<file path="src/rtl/hamming_pkg.sv">
// hamming_pkg: shared types, constants and helper functions for the
// Hamming(16,11) SECDED decoder.
//   dec_state_t    : decoder FSM states
//   FLAG_*         : 2-bit status written with every decoded word
//   POS_*          : codeword bit positions of the parity bits
//   calc_syndrome  : XOR of the positions of all set bits 1..15
//   calc_parity    : overall parity over the full 16-bit codeword
//   extract_data   : pulls d11..d1 out of the codeword layout
package hamming_pkg;

  typedef enum logic [2:0] {
    ST_IDLE  = 3'd0,
    ST_RD_LO = 3'd1,
    ST_RD_HI = 3'd2,
    ST_DEC   = 3'd3,
    ST_WR_LO = 3'd4,
    ST_WR_HI = 3'd5,
    ST_DONE  = 3'd6
  } dec_state_t;

  localparam logic [1:0] FLAG_OK  = 2'b00;
  localparam logic [1:0] FLAG_SEC = 2'b01;
  localparam logic [1:0] FLAG_DED = 2'b10;

  // Parity bit positions; every other position 1..15 carries data.
  localparam int unsigned POS_P0 = 0;
  localparam int unsigned POS_P1 = 1;
  localparam int unsigned POS_P2 = 2;
  localparam int unsigned POS_P4 = 4;
  localparam int unsigned POS_P8 = 8;

  function automatic logic [3:0] calc_syndrome(input logic [15:0] cw);
    logic [3:0] syn;
    syn = 4'd0;
    for (int k = 1; k < 16; k++) begin
      if (cw[k]) begin
        syn = syn ^ 4'(k);
      end
    end
    return syn;
  endfunction

  function automatic logic calc_parity(input logic [15:0] cw);
    return ^cw;
  endfunction

  // Layout {d11..d5,p8,d4,d3,d2,p4,d1,p2,p1,p0}
  function automatic logic [11:1] extract_data(input logic [15:0] cw);
    return {cw[15:9], cw[7:5], cw[3]};
  endfunction

endpackage

</file>
<file path="src/rtl/secded_dec16.sv">
// secded_dec16: purely combinational SECDED check of one 16-bit codeword.
//   cw_i   [15:0] : raw codeword
//   data_o [11:1] : decoded message (corrected for single errors,
//                   raw for double errors)
//   flag_o [1:0]  : FLAG_OK / FLAG_SEC / FLAG_DED
module secded_dec16
  import hamming_pkg::*;
(
  input  logic [15:0] cw_i,
  output logic [11:1] data_o,
  output logic [1:0]  flag_o
);

  logic [3:0]  syn_s;
  logic        par_s;
  logic [15:0] fixed_s;

  // Syndrome/parity evaluation and single-bit correction
  always_comb begin
    syn_s   = calc_syndrome(cw_i);
    par_s   = calc_parity(cw_i);
    // Syndrome 0 with odd parity flips p0 only, so data is untouched.
    fixed_s = cw_i ^ (16'd1 << syn_s);
    if (par_s) begin
      flag_o = FLAG_SEC;
      data_o = extract_data(fixed_s);
    end else if (syn_s != 4'd0) begin
      flag_o = FLAG_DED;
      data_o = extract_data(cw_i);
    end else begin
      flag_o = FLAG_OK;
      data_o = extract_data(cw_i);
    end
  end

endmodule

</file>
<file path="src/rtl/hamming_secded_decoder.sv">
// hamming_secded_decoder: memory-walking SECDED decoder sharing a byte-wide
// data-memory port. Reads NUM_WORDS codewords starting at SRC_BASE, decodes
// each and writes {data, flag} as two bytes starting at DST_BASE.
//   clk, reset (async, active-high), start (1-cycle run request)
//   mem_addr/mem_rd_data/mem_wr_en/mem_wr_data : byte memory port
//   done : high while in DONE
// Optional: define HAMMING_DEC_STATS_EN to add saturating counters
//   n_corrected[7:0] and n_double[7:0].
module hamming_secded_decoder
  import hamming_pkg::*;
#(
  parameter int unsigned SRC_BASE  = 30,
  parameter int unsigned DST_BASE  = 0,
  parameter int unsigned NUM_WORDS = 15
) (
  input  logic       clk,
  input  logic       reset,
  input  logic       start,
  output logic [7:0] mem_addr,
  input  logic [7:0] mem_rd_data,
  output logic       mem_wr_en,
  output logic [7:0] mem_wr_data,
`ifdef HAMMING_DEC_STATS_EN
  output logic [7:0] n_corrected,
  output logic [7:0] n_double,
`endif
  output logic       done
);

  localparam logic [7:0] SRC_B    = 8'(SRC_BASE);
  localparam logic [7:0] DST_B    = 8'(DST_BASE);
  localparam logic [6:0] LAST_IDX = 7'(NUM_WORDS - 1);

  dec_state_t  state_q, state_d;
  logic [6:0]  idx_q, idx_d;
  logic [15:0] cw_q;
  logic [11:1] data_q;
  logic [1:0]  flag_q;
  logic [7:0]  mem_addr_q, mem_addr_d;
  logic        wr_en_q, wr_en_d;
  logic [7:0]  wr_data_q, wr_data_d;
  logic        done_q, done_d;
  logic [11:1] dec_data_s;
  logic [1:0]  dec_flag_s;
  logic        start_ok_s;

  secded_dec16 u_dec (
    .cw_i   (cw_q),
    .data_o (dec_data_s),
    .flag_o (dec_flag_s)
  );

  assign start_ok_s = start && ((state_q == ST_IDLE) || (state_q == ST_DONE));

  // State, index and registered port outputs
  always_ff @(posedge clk or posedge reset) begin
    if (reset) begin
      state_q    <= ST_IDLE;
      idx_q      <= 7'd0;
      mem_addr_q <= 8'd0;
      wr_en_q    <= 1'b0;
      wr_data_q  <= 8'd0;
      done_q     <= 1'b0;
    end else begin
      state_q    <= state_d;
      idx_q      <= idx_d;
      mem_addr_q <= mem_addr_d;
      wr_en_q    <= wr_en_d;
      wr_data_q  <= wr_data_d;
      done_q     <= done_d;
    end
  end

  // Next-state and word-index logic
  always_comb begin
    state_d = state_q;
    idx_d   = idx_q;
    case (state_q)
      ST_IDLE, ST_DONE: begin
        if (start) begin
          state_d = ST_RD_LO;
          idx_d   = 7'd0;
        end else begin
          state_d = state_q;
        end
      end
      ST_RD_LO: state_d = ST_RD_HI;
      ST_RD_HI: state_d = ST_DEC;
      ST_DEC:   state_d = ST_WR_LO;
      ST_WR_LO: state_d = ST_WR_HI;
      ST_WR_HI: begin
        if (idx_q < LAST_IDX) begin
          state_d = ST_RD_LO;
          idx_d   = idx_q + 7'd1;
        end else begin
          state_d = ST_DONE;
        end
      end
      default: begin
        state_d = ST_IDLE;
        idx_d   = 7'd0;
      end
    endcase
  end

  // Output values for the upcoming state, registered so they are valid
  // for the whole cycle spent in that state. Entering WR_LO, the decoder
  // output is still live from cw_q, so it is used directly.
  always_comb begin
    mem_addr_d = 8'd0;
    wr_en_d    = 1'b0;
    wr_data_d  = 8'd0;
    done_d     = 1'b0;
    case (state_d)
      ST_RD_LO: mem_addr_d = SRC_B + {idx_d, 1'b0};
      ST_RD_HI: mem_addr_d = SRC_B + {idx_d, 1'b0} + 8'd1;
      ST_WR_LO: begin
        mem_addr_d = DST_B + {idx_d, 1'b0};
        wr_en_d    = 1'b1;
        wr_data_d  = dec_data_s[8:1];
      end
      ST_WR_HI: begin
        mem_addr_d = DST_B + {idx_d, 1'b0} + 8'd1;
        wr_en_d    = 1'b1;
        wr_data_d  = {flag_q, 3'b000, data_q[11:9]};
      end
      ST_DONE: done_d = 1'b1;
      default: done_d = 1'b0;
    endcase
  end

  // Codeword capture and decoded-result holding registers
  always_ff @(posedge clk or posedge reset) begin
    if (reset) begin
      cw_q   <= 16'd0;
      data_q <= 11'd0;
      flag_q <= FLAG_OK;
    end else begin
      case (state_q)
        ST_RD_LO: cw_q[7:0]  <= mem_rd_data;
        ST_RD_HI: cw_q[15:8] <= mem_rd_data;
        ST_DEC: begin
          data_q <= dec_data_s;
          flag_q <= dec_flag_s;
        end
        default: cw_q <= cw_q;
      endcase
    end
  end

`ifdef HAMMING_DEC_STATS_EN
  logic [7:0] n_corr_q, n_dbl_q;

  // Saturating error statistics, cleared by every accepted start
  always_ff @(posedge clk or posedge reset) begin
    if (reset) begin
      n_corr_q <= 8'd0;
      n_dbl_q  <= 8'd0;
    end else if (start_ok_s) begin
      n_corr_q <= 8'd0;
      n_dbl_q  <= 8'd0;
    end else if (state_q == ST_DEC) begin
      if ((dec_flag_s == FLAG_SEC) && (n_corr_q != 8'hFF)) begin
        n_corr_q <= n_corr_q + 8'd1;
      end else if ((dec_flag_s == FLAG_DED) && (n_dbl_q != 8'hFF)) begin
        n_dbl_q <= n_dbl_q + 8'd1;
      end else begin
        n_corr_q <= n_corr_q;
      end
    end else begin
      n_corr_q <= n_corr_q;
    end
  end

  assign n_corrected = n_corr_q;
  assign n_double    = n_dbl_q;
`else
  logic unused_start_ok_s;
  assign unused_start_ok_s = start_ok_s;
`endif

  assign mem_addr    = mem_addr_q;
  assign mem_wr_en   = wr_en_q;
  assign mem_wr_data = wr_data_q;
  assign done        = done_q;

endmodule

</file>
<file path="config.mk">
export PLATFORM = sky130hd
export DESIGN_NAME = hamming_secded_decoder
export DESIGN_NICKNAME = d
export VERILOG_FILES = /design/src/rtl/hamming_pkg.sv /design/src/rtl/secded_dec16.sv /design/src/rtl/hamming_secded_decoder.sv
export SDC_FILE = /design/constraint.sdc
export NUM_CORES = 1
export LEC_CHECK = 0
export ABC_AREA = 1
export CORE_UTILIZATION = 57
export DETAILED_ROUTE_END_ITERATION = 7
export GPL_ROUTABILITY_DRIVEN = 0
export GPL_TIMING_DRIVEN = 0
export PLACE_DENSITY = 0.91
export RECOVER_POWER = 25
export SYNTH_ARGS = -nofsm -noshare
export SYNTH_HDL_FRONTEND = slang
export SYNTH_SLANG_ARGS = --single-unit
</file>
<file path="constraint.sdc">
create_clock -name clk -period 2.57 [get_ports clk]
set_clock_uncertainty 0.1 [all_clocks]
set_input_delay 0.257 -clock clk [delete_from_list [all_inputs] [get_ports clk]]
set_output_delay 0.257 -clock clk [all_outputs]
set_load 0.05 [all_outputs]
</file>
==> impl_metrics.py, run 1 <==
metrics = {
    "sta": {
        "worstMarginPinSlew_ns": 0.891,
        "final_hold_viol_count": 0,
        "rsz0062_at_grt": "false",
        "period_minus_slack_ns": 2.11,
        "setup_tns_ns": 0,
        "min_period_over_period_pct": 82.3,
        "fmax_mhz": 473,
        "finalMaxSlewViolations": 0,
        "relSlewSlack_pct": 40.6,
        "setup_viol": 0,
    },
    "synthesis": {
        "yosys.area_share.simple_pct": 43.2,
        "yosys_warnings": 0,
        "synth-seq-area-share_pct": 40.4,
        "syn_inst": 420,
        "synth-edff-count": 0,
        "synth.area.mux_share_pct": 0,
        "synthFlopType": "dfrtp_1",
        "synth_top_area_share_pct": 40.4,
        "ys_top_cells_by_area": "dfrtp_1 40%, nand2_1 21%, nand3_1 5.6%",
        "synth_area_sq_um": 3030,
        "yosys.area.top_type": "dfrtp_1",
        "async_flop_share_pct": 100,
        "synthAdderAreaFrac_pct": 0.825,
        "synth_compound_area_share_pct": 6.10,
        "synth_fp_nets": 433,
        "avgSynthCellArea_sq_um": 7.22,
        "synth_top_family_by_area": "simple AND/OR/NAND/NOR gates",
        "ys_ff_latch": 49,
        "yosysUniqueCellTypes": 32,
        "synth_xor_area_share_pct": 1.77,
    },
    "detailed_routing": {
        "routed.top_layer": "met4",
        "routed_via_density": 5.34,
        "drt-total-wl_mm": 6.70,
        "wl_met3_microns": 345,
        "vias": 2813,
        "antenna_violating_nets_post_route": 0,
        "drtIter0Drc": 248,
        "drtPass1Iterations": 5,
        "met1_length_mm": 3.01,
        "wl_met2_mm": 3.17,
        "drc": 0,
        "wire_per_inst_microns": 12.7,
    },
    "global_routing": {
        "globalRouteTotalUtil_pct": 26.5,
        "grt_pass1_wl_mm": 11.2,
        "grt-ovfl-total": 0,
        "antenna_found_initial": 0,
        "grt_pass1_vias": 2489,
        "grt_max_degree": 37,
    },
    "floorplan": {
        "rows": 26,
        "start_util_pct": 59.4,
        "fp.dieArea_sq_um": 5620,
        "ios": 29,
        "dieWidth_microns": 75.0,
        "chipHeight_microns": 75.0,
        "core-area_sq_um": 5110,
    },
    "clock_tree": {
        "clk-insertion-delay-late_ns": 0.31,
        "cts_resized": 0,
        "root_buffer": "clkbuf_8",
        "clock_sinks": 49,
        "clk_path_buf_depth": 2,
        "clkTransAtPathRegs_ns": 0.09,
        "h-tree-depth": 2,
        "cts_made_buffers": 5,
        "ctsHoldBuffers": 0,
        "cts_tree": "done",
        "postCtsSetupBuffers": 0,
    },
    "place": {
        "port_buffers": 28,
        "hpwl_mm": 5.15,
    },
    "final_layout": {
        "syn_to_final_growth_pct": 15.1,
        "layout.nets": 469,
        "multi_input_area_sq_um": 1570,
        "antennaDiodeCount": 0,
        "seqCellArea_sq_um": 1230,
        "drive_above_1_share_pct": 18.2,
        "mostFrequentLayoutCells": "170 x nand2_1, 49 x dfrtp_1, 34 x inv_1, 34 x nand3_1, 27 x clkdlybuf4s50_1",
        "layout_commonest_cell": "nand2_1",
        "fillers": 414,
    },
    "critical_path": {
        "start_kind": "register",
        "crit_path_end_kind": "register",
        "arrival_ns": 2.22,
        "required_ns": 2.68,
        "crit_type": "register to register",
        "crit_fanout": 7,
    },
    "flow_run": {
        "max-cap-violations": 0,
    },
    "status": {
        "status": "finished clean",
    },
    "min_path": {
        "hold_path.class": "input port to async pin",
    },
}
logic make-up after synthesis:
| logic type | count (synthesis) |
|---|---|
| AOI/OAI and AO/OA | 30 |
| xor gates and xnor gates | 4 |
| adders and majority gates | 2 |
| buffers and inverters | 58 |
| DFF | 49 |
| and+or+nand+nor | 277 |
sequential cells by signal, summed over array words and instances (netlist names):
name	flops
mem_wr_en	1
idx_q	7
data_q	3
done	1
state_q	3
mem_addr	8
cw_q	16
mem_wr_data	8
flag_q	2
synthesized netlist by cell type, types with 2 or more instances:
master,number
nand3_1,34
nor2_2,8
ha_1,2
nand2_1,170
dfrtp_1,49
nor3_2,3
xor2_1,2
nand2_4,8
buf_4,2
o21ai_0,19
nand4_1,2
inv_1,34
nor2_4,2
nand3_2,4
o21ai_2,3
nor2_1,21
a21oi_1,3
o21ai_1,3
nand2_2,19
nor3_1,3
inv_2,18
stage by stage:
| stage | std cells | hold slack (ns) | setup WS, ns | instance area [sq um] | utilization, % |
|---|---|---|---|---|---|
| after global placement | 518 | 0.363 | 0.158 | 3400 | 66.6 |
| after global routing | 527 | 0.349 | 0.270 | 3490 | 68.4 |
| final | 527 | 0.291 | 0.455 | 3490 | 68.4 |
| after floorplan | 420 | 0.278 | 0.758 | 3030 | - |
| after CTS | 527 | 0.114 | 0.482 | 3510 | 68.7 |
| after detailed placement | 519 | 0.368 | 0.477 | 3420 | 67.0 |
worst max-delay path, cell delays in order, from the launching register on:
cell and delay (ns):
dfrtp_1 0.46, nand3_1 0.16, nand3_2 0.14, nor2_1 0.20, nor2_1 0.06, nor2_1 0.08
nand2_1 0.15, ha_1 0.28, nand2_2 0.12, nand4_1 0.09, nand3_1 0.10, nand2_1 0.06
per-layer routing:
| layer | global-route usage, % | vias up |
|---|---|---|
| li1 | - | 1367 |
| met1 | 36.5 | 1326 |
| met2 | 42.6 | 99 |
| met3 | 4.55 | 21 |
| met4 | 8.81 | 0 |
| met5 | 0 | - |
cell type report:
type / count / share of cell area (%)
multi-input cells: 313 / 45.1
clock inverters: 2 / 0.394
plain buffers: 4 / 0.681
repair buffers: 29 / 8.17
well taps: 70 / 2.51
inverters: 54 / 6.02
flip-flops and latches: 49 / 35.1
clock buffers: 6 / 2.08
worst paths after layout:
kind | start | to | slack [ns] | depth (start not counted)
setup / recovery | idx_q[2]$_DFF_PP0_ | mem_addr[7]$_DFF_PP0_ | 0.46 | 11
hold / removal | reset | flag_q[0]$_DFFE_PP0N_ | 0.29 | 2
setup reg to reg | idx_q[2]$_DFF_PP0_ | mem_addr[7]$_DFF_PP0_ | 0.46 | 11
hold reg to reg | data_q[9]$_DFFE_PP0N_ | data_q[9]$_DFFE_PP0N_ | 0.39 | 2
max in group asynchronous | reset | cw_q[2]$_DFFE_PP0P_ | 0.85 | 3
min in group clk | data_q[9]$_DFFE_PP0N_ | data_q[9]$_DFFE_PP0N_ | 0.39 | 2
Power of run 1 is not shown: default switching activity piles up to over one toggle a cycle in this logic, so the estimate is an artifact.
==> run 2, diff against run 1 <==
Settings changed: CORE_UTILIZATION 57 to 52, PLACE_DENSITY 0.91 to 0.88.
Clock period 2.57 ns to 1.9 ns, I/O delays scaled along.
==> run 2 against run 1 <==
  * The run now ends with setup timing left
  * Non-clock buffer count increased by 40
  * Largest cell class unchanged
  * Via count increased by 18%
  * Die area increased by 9.3%
  * Sequential share of layout area decreased by 5.2 points
  * Cell count increased by 8.0%
  * Global-route usage decreased by 1.5 points
  * Register-to-register slack got worse by 0.61 ns
  * Maximum frequency increased by 3.1%
  * Core utilization increased by 5.8 points
  * Clock-buffer cell count unchanged
  * Wire length increased by 48%
  * Worst hold slack got worse by 0.034 ns
==> impl_metrics.py, run 2 (synthesized netlist as in run 1, its figures left out) <==
metrics = {
    "sta": {
        "period_minus_slack_ns": 2.05,
        "relSlewSlack_pct": 47.8,
        "setup_tns_ns": -1.41,
        "worstMarginPinSlew_ns": 0.782,
        "whs_ns": 0.257,
        "rsz0062_at_grt": "true",
        "setup_viol": 17,
        "setup_ws_ns": -0.151,
        "min_period_over_period_pct": 108,
        "finalMaxSlewViolations": 0,
        "fmax_mhz": 488,
        "final_hold_viol_count": 0,
    },
    "clock_tree": {
        "clk_path_buf_depth": 2,
        "cts_tree": "done",
        "clkTransAtPathRegs_ns": 0.09,
        "clock_sinks": 49,
        "root_buffer": "clkbuf_8",
        "cts_made_buffers": 5,
        "ctsHoldBuffers": 0,
        "h-tree-depth": 2,
        "clk-insertion-delay-late_ns": 0.31,
    },
    "final_layout": {
        "layout_commonest_cell": "nand2_1",
        "largest_register": "cw_q",
        "syn_to_final_growth_pct": 36.3,
        "mostFrequentLayoutCells": "147 x nand2_1, 41 x dfrtp_1, 37 x buf_4, 29 x nand2_2, 27 x clkdlybuf4s50_1",
        "largest_reg_flops": 16,
        "drive_above_1_share_pct": 37.6,
        "antennaDiodeCount": 0,
        "layout.nets": 509,
    },
    "detailed_routing": {
        "routed_via_density": 5.85,
        "drtPass1Iterations": 7,
        "drt-total-wl_mm": 9.93,
        "drtIter0Drc": 387,
        "wl_met2_mm": 4.58,
        "routed.top_layer": "met4",
        "wire_per_inst_microns": 17.5,
        "met1_length_mm": 3.62,
        "wl_met3_mm": 1.05,
        "vias": 3326,
        "antenna_violating_nets_post_route": 0,
        "drc": 0,
    },
    "floorplan": {
        "core-area_sq_um": 5570,
        "rows": 27,
        "chipHeight_microns": 78.4,
        "dieWidth_microns": 78.4,
        "fp.dieArea_sq_um": 6140,
        "ios": 29,
        "start_util_pct": 54.4,
    },
    "global_routing": {
        "grt-ovfl-total": 0,
        "globalRouteTotalUtil_pct": 25.0,
        "grt_pass1_wl_mm": 11.8,
        "grt_max_degree": 37,
        "grt_pass1_vias": 2605,
        "antenna_found_initial": 0,
    },
    "critical_path": {
        "cp-endpoint": "mem_wr_data[4]$_DFF_PP0_",
        "reg2reg_from": "cw_q[6]$_DFFE_PP0P_",
        "required_ns": 2.03,
        "rrSetupSlack_ns": -0.15,
        "reg2reg_depth": 11,
        "crit_type": "register to register",
        "critPathLaunch": "cw_q[6]$_DFFE_PP0P_",
        "crit_fanout": 4,
        "arrival_ns": 2.18,
        "start_kind": "register",
        "crit_path_end_kind": "register",
        "r2r-end": "mem_wr_data[4]$_DFF_PP0_",
    },
    "place": {
        "port_buffers": 28,
        "hpwl_mm": 5.19,
        "preCtsSetupSlack_ns": -0.193,
    },
    "min_path": {
        "hold_path.class": "input port to async pin",
    },
    "flow_run": {
        "max-cap-violations": 0,
    },
    "status": {
        "violations": "setup timing",
        "status": "finished, violations left",
    },
}
## run 2: cell types whose count changed in the layout (fill, tap and decap cells not counted), sizes merged
cell,before,now
buf,3,44
clkbuf,8,7
## run 2: layout make-up
| class | count | area (sq um) |
|---|---|---|
| buffer | 4 | 27.5 |
| multi-input combinational | 313 | 1850 |
| tap | 72 | 90.1 |
| clock buffer | 6 | 72.6 |
| fill | 354 | 1440 |
| inverter | 54 | 235 |
| timing repair buffer | 69 | 609 |
| sequential | 49 | 1240 |
| clock inverter | 2 | 13.8 |
## run 2: worst min-delay path by stage
stage	depth (start not counted)	slack, ns	to	start
CTS	2	0.06	mem_addr[7]$_DFF_PP0_	reset
global placement	2	0.36	mem_wr_data[6]$_DFF_PP0_	flag_q[0]$_DFFE_PP0N_
floorplan	2	0.21	cw_q[0]$_DFFE_PP0P_	mem_rd_data[0]
detailed placement	2	0.37	mem_wr_data[0]$_DFF_PP0_	data_q[9]$_DFFE_PP0N_
global route	2	0.31	mem_addr[7]$_DFF_PP0_	reset
finish	2	0.26	mem_addr[7]$_DFF_PP0_	reset
## run 2: worst max-delay path, stage by stage (launching register included)
cell     delay (ns)
dfrtp_1        0.51
inv_2          0.11
nand2_1        0.10
nand2_2        0.08
nand2_1        0.12
nand2_4        0.10
xnor2_4        0.30
buf_12         0.16
nand2_4        0.08
nor2_2         0.10
o21ai_1        0.08
nor2_1         0.13
## run 2: what timing repair did
action                                  in CTS  in global routing
pin swaps                                    2                 34
buffers inserted                             7                 33
endpoints found under the setup margin      11                 19
gates resized for setup                     17                 86
## run 2: through the flow
stage               std cells  util, %  cell area (sq um)
global placement          520     61.1               3400
CTS                       536     65.1               3630
finish                    569     74.2               4140
detailed placement        521     61.4               3420
floorplan                 420        -               3030
global route              569     74.2               4140
## run 2: metal layers
layer	track usage (%)	vias to the layer above
li1	-	1464
met1	32.3	1495
met2	40.1	278
met3	4.07	89
met4	13.9	0
met5	0	-
Power of run 2 is left out for the same reason.
==> run 3, diff against run 2 <==
Settings changed: MAX_ROUTING_LAYER set to met4.
==> run 3 against run 2 <==
  * The run still ends with setup timing left
  * Cell count shrank 0.18%
  * Global-route usage grew 0.76 points
  * Critical path type unchanged
  * Highest routed layer unchanged
  * Maximum frequency shrank 1.9%
  * Register-to-register slack lost 0.04 ns
  * Die area is the same
  * First-iteration DRC count shrank 8.0%
==> impl_metrics.py, run 3 (synthesized netlist as in run 1, its figures left out) <==
metrics = {
    "critical_path": {
        "critPathTopFamily": "simple AND/OR/NAND/NOR gates",
        "reg2reg_from": "idx_q[2]$_DFF_PP0_",
        "cp-endpoint": "mem_addr[7]$_DFF_PP0_",
        "critPathLaunch": "idx_q[2]$_DFF_PP0_",
        "start_kind": "register",
        "crit_cells": 12,
        "rrSetupSlack_ns": -0.19,
        "r2r-end": "mem_addr[7]$_DFF_PP0_",
        "crit_fanout": 7,
        "required_ns": 2.05,
        "crit_path_end_kind": "register",
        "cp_cell_sequence": "nand3_2 -> nand3_4 -> nor2_4 -> nor2_1 -> nor2_1 -> nand2_2 -> ha_4 -> nand2_4 -> nand3_2 -> nand2_1 -> nand3_1 -> nand2_1",
        "reg2reg_depth": 12,
        "cp_slowest_cell": "dfrtp_2",
        "worst-path-buf-inv": 0,
        "crit_type": "register to register",
        "arrival_ns": 2.24,
        "cp_slowest_stage_delay_ns": 0.48,
    },
    "sta": {
        "rsz0062_at_grt": "true",
        "final_hold_viol_count": 0,
        "min_period_over_period_pct": 110,
        "finalMaxSlewViolations": 0,
        "fmax_mhz": 478,
        "period_minus_slack_ns": 2.09,
        "relSlewSlack_pct": 47.3,
        "setup_tns_ns": -1.43,
        "setup_ws_ns": -0.190,
        "setup_viol": 17,
        "worstMarginPinSlew_ns": 0.791,
    },
    "final_layout": {
        "layout.nets": 508,
        "fillers": 352,
        "final_core_utilization_pct": 74.2,
        "layout_commonest_cell": "nand2_1",
        "mostFrequentLayoutCells": "146 x nand2_1, 41 x dfrtp_1, 36 x buf_4, 30 x nand2_2, 27 x clkdlybuf4s50_1",
        "largest_reg_flops": 16,
        "drive_above_1_share_pct": 37.5,
        "largest_register": "cw_q",
        "instances_no_fill": 568,
        "antennaDiodeCount": 0,
        "syn_to_final_growth_pct": 36.3,
    },
    "clock_tree": {
        "clk-insertion-delay-late_ns": 0.31,
        "h-tree-depth": 2,
        "clk_path_buf_depth": 2,
        "root_buffer": "clkbuf_8",
        "clkTransAtPathRegs_ns": 0.09,
        "cts_tree": "done",
        "ctsHoldBuffers": 0,
        "cts_made_buffers": 5,
        "clock_sinks": 49,
    },
    "detailed_routing": {
        "drc": 0,
        "antenna_violating_nets_post_route": 0,
        "routed_via_density": 5.82,
        "vias": 3308,
        "drt-total-wl_mm": 9.69,
        "drtIter0Drc": 356,
        "drtPass1Iterations": 5,
        "wire_per_inst_microns": 17.1,
    },
    "floorplan": {
        "fp.dieArea_sq_um": 6140,
        "ios": 29,
        "start_util_pct": 54.4,
        "chipHeight_microns": 78.4,
        "rows": 27,
        "dieWidth_microns": 78.4,
        "core-area_sq_um": 5570,
    },
    "place": {
        "hpwl_mm": 5.19,
        "dp_cells": 521,
        "port_buffers": 28,
    },
    "global_routing": {
        "grt_pass1_vias": 2602,
        "grt-ovfl-total": 0,
        "antenna_found_initial": 0,
        "grt_max_degree": 37,
        "grt_pass1_wl_mm": 11.7,
        "globalRouteTotalUtil_pct": 25.8,
    },
    "status": {
        "status": "finished, violations left",
        "violations": "setup timing",
    },
    "flow_run": {
        "max-cap-violations": 0,
    },
    "min_path": {
        "hold_path.class": "input port to async pin",
    },
}
-- run 3: cell types whose count changed in the layout (fill, tap and decap cells not counted) --
cell	previous run	this run
buf_4	37	36
inv_1	22	23
inv_2	20	19
nand2_1	147	146
nand2_2	29	30
nor2_2	10	9
nor2_4	7	8
-- run 3: worst min-delay path by stage --
stage	slack (ns)	cells past startpoint	end	start
3_3_place_gp	0.36	2	mem_wr_data[6]$_DFF_PP0_	flag_q[0]$_DFFE_PP0N_
2_1_floorplan	0.21	2	cw_q[0]$_DFFE_PP0P_	mem_rd_data[0]
4_1_cts	0.06	2	mem_addr[7]$_DFF_PP0_	reset
5_1_grt	0.30	2	mem_addr[7]$_DFF_PP0_	reset
6_report	0.25	2	mem_addr[7]$_DFF_PP0_	reset
3_5_place_dp	0.37	2	mem_wr_data[0]$_DFF_PP0_	data_q[9]$_DFFE_PP0N_
-- run 3: through the flow --
stage / hold slack (ns) / setup slack, ns / instance area (sq um)
after CTS: 0.0636 / -0.00512 / 3630
after floorplan: 0.211 / 0.0883 / 3030
final: 0.254 / -0.190 / 4140
after detailed placement: 0.365 / -0.193 / 3420
after global routing: 0.303 / -0.244 / 4140
after global placement: 0.364 / -0.447 / 3400
-- run 3: cell type report --
| cell class | count | area (sq um) | share of cell area (%) |
|---|---|---|---|
| multi-input cells | 313 | 1860 | 44.9 |
| flip-flops and latches | 49 | 1240 | 29.9 |
| repair buffers | 68 | 602 | 14.5 |
| inverters | 54 | 235 | 5.69 |
| well taps | 72 | 90.1 | 2.18 |
| clock buffers | 6 | 72.6 | 1.75 |
| plain buffers | 4 | 27.5 | 0.665 |
| clock inverters | 2 | 13.8 | 0.333 |
-- run 3: timing repair --
action,CTS,global route
pin swaps,2,36
gates resized for setup,17,87
setup endpoints to repair,11,19
buffers inserted,7,32
-- run 3: metal layers --
metal	wire length, microns	track usage, %	vias up
li1	-	-	1458
met1	3570	32.3	1498
met2	4600	40.0	274
met3	931	5.12	78
met4	591	12.8	0
met5	0	-	-
Power of run 3 is left out for the same reason.
